### config.mk
export PLATFORM = sky130hd
export DESIGN_NAME = vertex_streamer
export DESIGN_NICKNAME = d
export VERILOG_FILES = /design/src/rtl/vertex_streamer.sv
export SDC_FILE = /design/constraint.sdc
export NUM_CORES = 1
export LEC_CHECK = 0
export ABC_AREA = 1
export BUFFER_PORTS_ARGS = -buffer_cell sky130_fd_sc_hd__buf_4
export CAP_MARGIN = 30
export CELL_PAD_IN_SITES_DETAIL_PLACEMENT = 1
export CELL_PAD_IN_SITES_GLOBAL_PLACEMENT = 1
export CORE_MARGIN = 4
export CORE_UTILIZATION = 48
export DETAILED_ROUTE_END_ITERATION = 10
export PLACE_DENSITY = 0.84
export SYNTH_ARGS = -nofsm -noshare
export SYNTH_HDL_FRONTEND = slang
export SYNTH_SLANG_ARGS = --single-unit
### constraint.sdc
create_clock -name clk_in -period 3.9 [get_ports clk_in]
set_input_delay 0 -clock clk_in [delete_from_list [all_inputs] [get_ports clk_in]]
set_output_delay 0 -clock clk_in [all_outputs]
set_load 0.01 [all_outputs]
### src/rtl/vertex_streamer.sv
// Vertex streamer: fetches DIM-word vertices from memory and streams them
// to a consumer through a response FIFO, with a vertex index on each word.
//
// Ports:
//   clk_in, rst_in (async, active-low)
//   start_in, first_vertex_in, count_in : stream launch
//   hold_in                             : consumer stall
//   mem_req_out, mem_valid_out          : read request (one word per strobe)
//   mem_data_in, mem_valid_in           : in-order read responses
//   vertex_out, vertex_addr_out,
//   vertex_valid_out                    : emitted word and its vertex index
//   vertex_last_out                     : last word of a vertex
//                                         (only with VSTREAM_LAST_EN)
//   busy_out, done_out                  : stream status
//
// Build option: define VSTREAM_LAST_EN to add vertex_last_out.
module vertex_streamer #(
    parameter int DIM        = 2,
    parameter int FIFO_DEPTH = 4
) (
    input  logic        clk_in,
    input  logic        rst_in,
    input  logic        start_in,
    input  logic [31:0] first_vertex_in,
    input  logic [15:0] count_in,
    input  logic        hold_in,
    output logic [31:0] mem_req_out,
    output logic        mem_valid_out,
    input  logic [31:0] mem_data_in,
    input  logic        mem_valid_in,
    output logic [31:0] vertex_out,
    output logic [31:0] vertex_addr_out,
    output logic        vertex_valid_out,
`ifdef VSTREAM_LAST_EN
    output logic        vertex_last_out,
`endif
    output logic        busy_out,
    output logic        done_out
);

    localparam int AW = (FIFO_DEPTH > 1) ? $clog2(FIFO_DEPTH) : 1;
    localparam int CW = AW + 1;
    localparam int OW = CW + 1;
    localparam int WW = (DIM > 1) ? $clog2(DIM) : 1;

    typedef enum logic [1:0] {
        IDLE,
        RUN,
        DRAIN,
        DONE
    } state_t;

    state_t        state;
    logic [31:0]   req_addr;
    logic [31:0]   req_left;
    logic [31:0]   emit_left;
    logic [31:0]   out_vtx;
    logic [WW-1:0] out_word;
    logic [CW-1:0] outstanding;
    logic [CW-1:0] fifo_cnt;
    logic [AW-1:0] wr_ptr;
    logic [AW-1:0] rd_ptr;
    logic [31:0]   fifo_mem [FIFO_DEPTH];

    logic          issue;
    logic          push;
    logic          pop;
    logic          last_word;
    logic [OW-1:0] occ;

    // Requests are throttled on words in flight plus words buffered, so
    // every response always has a FIFO slot waiting for it.
    always_comb begin
        occ       = {1'b0, outstanding} + {1'b0, fifo_cnt};
        issue     = (state == RUN) && (occ < OW'(FIFO_DEPTH));
        push      = mem_valid_in && (outstanding != '0);
        pop       = ((state == RUN) || (state == DRAIN)) &&
                    (fifo_cnt != '0) && !hold_in;
        last_word = (out_word == WW'(DIM - 1));
    end

    always_ff @(posedge clk_in) begin
        if (push) begin
            fifo_mem[wr_ptr] <= mem_data_in;
        end
    end

    always_ff @(posedge clk_in or negedge rst_in) begin
        if (!rst_in) begin
            state            <= IDLE;
            req_addr         <= '0;
            req_left         <= '0;
            emit_left        <= '0;
            out_vtx          <= '0;
            out_word         <= '0;
            outstanding      <= '0;
            fifo_cnt         <= '0;
            wr_ptr           <= '0;
            rd_ptr           <= '0;
            mem_req_out      <= '0;
            mem_valid_out    <= 1'b0;
            vertex_out       <= '0;
            vertex_addr_out  <= '0;
            vertex_valid_out <= 1'b0;
`ifdef VSTREAM_LAST_EN
            vertex_last_out  <= 1'b0;
`endif
            busy_out         <= 1'b0;
            done_out         <= 1'b0;
        end else begin
            done_out         <= 1'b0;
            mem_valid_out    <= issue;
            vertex_valid_out <= pop;
`ifdef VSTREAM_LAST_EN
            vertex_last_out  <= pop && last_word;
`endif

            if (issue) begin
                mem_req_out <= req_addr;
                req_addr    <= req_addr + 32'd1;
                req_left    <= req_left - 32'd1;
            end

            if (issue && !push) begin
                outstanding <= outstanding + CW'(1);
            end else if (!issue && push) begin
                outstanding <= outstanding - CW'(1);
            end

            if (push) begin
                wr_ptr <= wr_ptr + AW'(1);
            end

            if (push && !pop) begin
                fifo_cnt <= fifo_cnt + CW'(1);
            end else if (!push && pop) begin
                fifo_cnt <= fifo_cnt - CW'(1);
            end

            if (pop) begin
                vertex_out      <= fifo_mem[rd_ptr];
                vertex_addr_out <= out_vtx;
                rd_ptr          <= rd_ptr + AW'(1);
                emit_left       <= emit_left - 32'd1;
                if (last_word) begin
                    out_word <= '0;
                    out_vtx  <= out_vtx + 32'd1;
                end else begin
                    out_word <= out_word + WW'(1);
                end
            end

            unique case (state)
                IDLE: begin
                    if (start_in) begin
                        // Vertex words are contiguous, so one base
                        // address plus an increment covers the stream.
                        req_addr  <= first_vertex_in * 32'(DIM);
                        req_left  <= 32'(count_in) * 32'(DIM);
                        emit_left <= 32'(count_in) * 32'(DIM);
                        out_vtx   <= first_vertex_in;
                        out_word  <= '0;
                        busy_out  <= 1'b1;
                        state     <= (count_in == '0) ? DONE : RUN;
                    end
                end
                RUN: begin
                    if (issue && (req_left == 32'd1)) begin
                        state <= DRAIN;
                    end
                end
                DRAIN: begin
                    if (pop && (emit_left == 32'd1)) begin
                        state <= DONE;
                    end
                end
                DONE: begin
                    done_out <= 1'b1;
                    busy_out <= 1'b0;
                    state    <= IDLE;
                end
            endcase
        end
    end

endmodule
==> run metrics, run 1 <==
first-pass GRT wire length approximately 89 mm; utilization after layout 0.603; Setup WS pre-CTS 1.37 ns; most common cell after layout, fill and taps aside nand2_1; Post-synth ARST share 0.653; drt initial violations approximately 1.0k; post-synthesis sequential area ratio 0.561; GRT Overall Usage 0.284; vias per inst 5.47; deepest clock path buffer count 3; IO Count around 190; CTS sink cnt 369; post-DR wirelength/cell 20.2 um; Layout Nets 2,407; Area Growth Syn to Fin 22.9%; Mapped Nets 2,144; final hold vios 0; Setup CP Type flop to flop; slowest CP cell inv_1; count of input and output buffers between 150 and 200; Post-synth EDFFs ~130; Setup Viol. Count Final 0; worst IR drop on VDD around 540 uV; CTS buffer count between 40 and 50; latest clock arrival within the worst-skew pair ~0.58 ns; outcome complete, no violations; Core Box Area 35,800 um^2; Initial DRT Pass Iterations 5; largest net degree at the start of global routing approximately 120; post-layout min period around 2.6 ns; Slew Limit Fails 0; arrival time at the worst endpoint 3.14 ns; Mapped Area 17,600 um^2; Mapped Avg Cell Area ~8.6 um^2; worst-margin pin slew 1.04 ns; share of cells above drive strength 1 0.144; Die Height 199 um; grt ovf 0; Initial Utilization 0.491; top-area cell type share of the netlist area 0.343; f_max between 0.3 and 0.4 GHz; CP most frequent cell inv_1; critical-path maximum fanout 43; final setup margin ~1.3 ns; PostCTS Resize Cnt 0; Crit path largest cell delay between 0.8 and 0.9 ns; max_cap viols 0; commonest cells after routing, fill and taps aside 420 x nand2_1, 384 x nor2_1, 240 x dfrtp_1; vias in the first global route about 17k; CTS tree yes; gp weighted congestion between 0.9 and 1; register bit total from synthesis around 370; reg-to-reg startpoint state[0]; synthesized instance count just over 2k; num rows 69; crit path cell chain inv_1 -> ha_1 -> nand2_4 -> inv_1 -> buf_4 -> o21ai_0 -> inv_1; Routed Antenna Nets 0; Final Skew a little over 0.03 ns; Critical Path End Type flop; post-detail-place hpwl 36.8 mm; RSZ-0062 raised after global routing false; Die W ~200 um; reg2reg end req_left[2]; fin crit share 0.672; Syn. warnings 0; PD cells just under 800 nW/um^2; Clk pin slew, worst setup/hold paths about 0.060 ns; R2R Setup Slk 1.28 ns; leak pwr roughly 10 nW; Main synth FF type dfrtp_1; die area 39,800 um^2; worst endpoint required time about 4.4 ns; Clk Tree Root Cell clkbuf_16; Residual DRC 0; setup TNS 0 ns; Area contributors post-synth dfrtp_1 34%, edfxtp_1 22%, nand2_1 9.0%; Startpoint Class flop; Max transition margin 0.308; FF-to-FF path depth 7; antenna violations before repair 2; H-tree depth 2; HP Class input port to asynchronous set/reset pin; routed via count approximately 15k; # fillers between 4k and 5k; Detailed Route WL ~56 mm; Synth cell types just over 40; area leader, netlist dfrtp_1
[cell usage after synthesis, types with 7 or more instances]
cell type	number
nor2_1	388
o21ai_0	167
xnor2_1	16
clkbuf_1	35
nand2_2	7
nor2_2	21
or2_2	14
ha_1	18
o21ai_1	9
buf_2	26
inv_1	224
nor3_1	18
nand3_1	91
dfrtp_1	241
a31oi_1	32
a21oi_1	53
xor2_1	47
o21bai_1	7
nand2_1	421
nand4_1	32
edfxtp_1	128
[worst max-delay path by stage]
stage	startpoint	end	cells after the start
2_1_floorplan	state[0]	fifo_cnt[2]	14
3_3_place_gp	outstanding[2]	req_addr[21]	11
3_5_place_dp	state[0]	out_vtx[0]	7
4_1_cts	state[0]	req_left[2]	7
5_1_grt	state[1]	req_left[10]	13
6_report	state[0]	req_left[2]	7
[where the power goes]
part	internal [mW]	total [mW]	switching, mW
Combinational	2.34	6.69	4.35
Sequential	5.42	6.57	1.15
Clock	2.28	3.94	1.66
Total	10.0	17.2	7.16
[routing by layer]
layer | part of all wire | GRT usage | vias up
met5 | 0 | 0 | -
met4 | 0.033 | 0.0956 | 0
met3 | 0.058 | 0.0590 | 123
met2 | 0.50 | 0.495 | 410
met1 | 0.41 | 0.355 | 7673
li1 | - | - | 7066
[cell families (layout without fill, tap and decap cells)]
kind of cell,after synthesis,after routing,synth area share
AND/OR/NAND/NOR,1014,1014,0.243
buffers and inverters,298,588,0.0664
adder cells (fa/ha/maj),20,20,0.0151
other,0,3,0
XOR/XNOR,63,63,0.0314
flip-flops,369,369,0.561
AO/OA/AOI/OAI,273,273,0.0819
multiplexers,2,2,0.00128
[worst max-delay path: cells and delay by family, from the launching register on]
kind	cells	cell delay, ns
AOI/OAI and AO/OA	1	0.13
adders and majority gates	1	0.26
buffers and inverters	4	1.41
DFF	1	0.43
and+or+nand+nor	1	0.31
[cell type report]
class	count	area, um^2	area share
clock buffers	54	1100	0.0511
well taps	461	577	0.0267
multi-input cells	1372	6570	0.304
clock inverters	16	234	0.0108
diodes	3	7.51	0.000347
inverters	230	866	0.0400
flip-flops and latches	369	9880	0.457
repair buffers	288	2390	0.111
[stage by stage]
step / cell area [um^2] / hold slack [ns] / power [mW] / std cells
floorplan: 17600 / -0.296 / 10.4 / 2039
global placement: 19400 / 0.183 / 12.6 / 2636
detailed placement: 19400 / 0.166 / 13.0 / 2636
CTS: 21600 / 0.126 / 17.2 / 2790
global route: 21600 / 0.160 / 18.3 / 2792
finish: 21600 / 0.102 / 17.2 / 2793
[repair_timing]
| action | CTS | global route |
|---|---|---|
| hold buffers | 84 | 0 |
| buffers inserted | 0 | 0 |
| hold endpoints to repair | 344 | 0 |
[flip-flops by register name, indices dropped and copies added, names as in the netlist]
register	count
busy_out	1
done_out	1
emit_left	32
fifo_cnt	3
fifo_mem	128
last_word	1
mem_req_out	32
mem_valid_out	1
out_vtx	32
outstanding	3
rd_ptr	2
req_addr	32
req_left	32
state	2
vertex_addr_out	32
vertex_out	32
vertex_valid_out	1
wr_ptr	2
Power figures use the tool's default switching activity.
==> run 2: changes to the inputs <==
--- a/config.mk
+++ b/config.mk
@@ -11,9 +11,9 @@
 export CELL_PAD_IN_SITES_DETAIL_PLACEMENT = 1
 export CELL_PAD_IN_SITES_GLOBAL_PLACEMENT = 1
 export CORE_MARGIN = 4
-export CORE_UTILIZATION = 48
+export CORE_UTILIZATION = 41
 export DETAILED_ROUTE_END_ITERATION = 10
-export PLACE_DENSITY = 0.84
+export PLACE_DENSITY = 0.76
 export SYNTH_ARGS = -nofsm -noshare
 export SYNTH_HDL_FRONTEND = slang
 export SYNTH_SLANG_ARGS = --single-unit
==> constraint.sdc (replaced) <==
create_clock -name clk_in -period 2.16 [get_ports clk_in]
set_input_delay 0 -clock clk_in [delete_from_list [all_inputs] [get_ports clk_in]]
set_output_delay 0 -clock clk_in [all_outputs]
set_load 0.01 [all_outputs]
==> run 2 against run 1 <==
Against the previous run:
- sequential share of layout area fell by 1.6 points
- count of clock-buffer cells in the layout rose by 6
- critical path depth rose by 3
- sequential cell count did not move
- via count fell by 1.6%
- first-iteration DRC count fell by 18%
- wire length fell by 0.23%
- power rose by 83%
- worst setup slack got worse by 1.3 ns
- non-clock buffer count rose by 44
- die area rose by 16%
==> run metrics, run 2 (synthesis results as in run 1) <==
outcome complete, no violations; Slew Limit Fails 0; Initial Utilization 0.417; Area Growth Syn to Fin 27.4%; most common cell after layout, fill and taps aside nand2_1; Final Skew ~0.024 ns; vias per inst between 5 and 6; GRT Overall Usage 0.235; max_cap viols 0; Die W between 200 and 250 um; arrival time at the worst endpoint roughly 2.6 ns; antenna violations before repair 2; num rows 75; post-detail-place hpwl approximately 38 mm; Core Box Area between 40,000 and 50,000 um^2; Detailed Route WL around 56 mm; commonest cells after routing, fill and taps aside 417 x nand2_1, 380 x nor2_1, 238 x dfrtp_1; RSZ-0062 raised after global routing true; Layout Nets approximately 2.5k; Residual DRC 0; drt initial violations between 800 and 900; Setup WS pre-CTS -0.0520 ns; PD cells between 1000 and 1500 nW/um^2; Crit path largest cell delay 0.43 ns; CP top delay family adder cells; post-place instance area around 20,000 um^2; IO Count around 190; latest clock arrival within the worst-skew pair 0.58 ns; utilization after layout 0.532; # fillers ~5k; deepest clock path buffer count 3; setup TNS 0 ns; worst IR drop on VDD ~740 uV; fin crit share 0.987; Max transition margin 0.534; worst-margin pin slew 0.699 ns; Clk pin slew, worst setup/hold paths about 0.06 ns; WHS ~0.17 ns; leak pwr between 10 and 15 nW; final cell count without fillers 2,918; Design Area, Final ~22,000 um^2; max reg flops roughly 130; CTS tree yes; Setup CP Type flop to flop; H-tree depth 2; worst endpoint required time ~2.6 ns; Inst Count DP about 2.7k; Setup Viol. Count Final 0; gp weighted congestion ~0.88; Critical Path End Type flop; count of input and output buffers ~180; Most flops, register fifo_mem; HP Class input port to flop; share of cells above drive strength 1 0.171; vias in the first global route 15.9k; Clk Tree Root Cell clkbuf_16; Startpoint Class flop; slowest CP cell dfrtp_2; Routed Antenna Nets 0; f_max approximately 0.47 GHz; final hold vios 0; post-DR wirelength/cell between 15 and 20 um; Buf+Inv Stages, Crit Path 2; critical-path maximum fanout 3; first-pass GRT wire length approximately 87 mm; die area roughly 46,000 um^2; Initial DRT Pass Iterations 6; post-layout min period 2.13 ns; Die Height between 200 and 250 um; largest net degree at the start of global routing 74; final setup margin 0.0271 ns; CTS buffer count about 40; grt ovf 0; Power, Total about 31 mW; CTS sink cnt 369; crit path cell chain ha_1 -> nand3_2 -> inv_2 -> nor2_4 -> ha_1 -> inv_2 -> fa_2 -> a21oi_2 -> o21ai_1 -> xnor2_1; routed via count 15.0k
==> run 2: changes by cell type in the layout (fill, tap and decap cells not counted), moves of 4 or more <==
cell       change
nor2_4         +9
clkbuf_8       +5
buf_4         +21
nor2_2         -4
buf_8          +4
inv_2          +6
nor2_1         -4
bufinv_16      -4
buf_12        +13
inv_1          -6
==> run 2: cell type report <==
| class | count | area (um^2) | area share |
|---|---|---|---|
| clock buffer | 60 | 1200 | 0.0535 |
| inverter | 230 | 871 | 0.0389 |
| multi-input combinational | 1373 | 6720 | 0.300 |
| clock inverter | 13 | 97.6 | 0.00435 |
| timing repair buffer | 332 | 2970 | 0.132 |
| tap | 539 | 674 | 0.0301 |
| sequential | 369 | 9880 | 0.441 |
| antenna | 2 | 5.00 | 0.000223 |
==> run 2: metal layers <==
layer,wire (um),track usage,vias to the layer above
li1,-,-,7154
met1,24200,0.304,7456
met2,27900,0.405,335
met3,2670,0.0386,90
met4,1470,0.0747,0
met5,0,0,-
==> run 2: final timing paths <==
| check | from | end | slack (ns) | depth (start not counted) |
|---|---|---|---|---|
| setup reg to reg | outstanding[1] | outstanding[2] | 0.03 | 10 |
| hold / removal | mem_data_in[20] | fifo_mem[3][20] | 0.17 | 2 |
| min in group asynchronous | rst_in | mem_req_out[27] | 0.52 | 3 |
| max in group asynchronous | rst_in | rd_ptr[0] | 0.90 | 4 |
| setup / recovery | outstanding[1] | outstanding[2] | 0.03 | 10 |
| hold reg to reg | mem_req_out[1] | mem_req_out[1] | 0.48 | 2 |
==> run 2: timing repair <==
item | 4_1_cts | 5_1_grt
resized for setup | 6 | 38
endpoints found under the setup margin | 11 | 72
hold buffers | 85 | 0
endpoints found under the hold margin | 477 | 0
setup buffers | 1 | 6
pin swaps | 1 | 9
cloned | 0 | 2
==> run 2: power by group <==
group	switching, mW	internal (mW)
combinational	7.98	4.91
sequential	1.98	9.78
clock	2.95	3.87
total	12.9	18.6
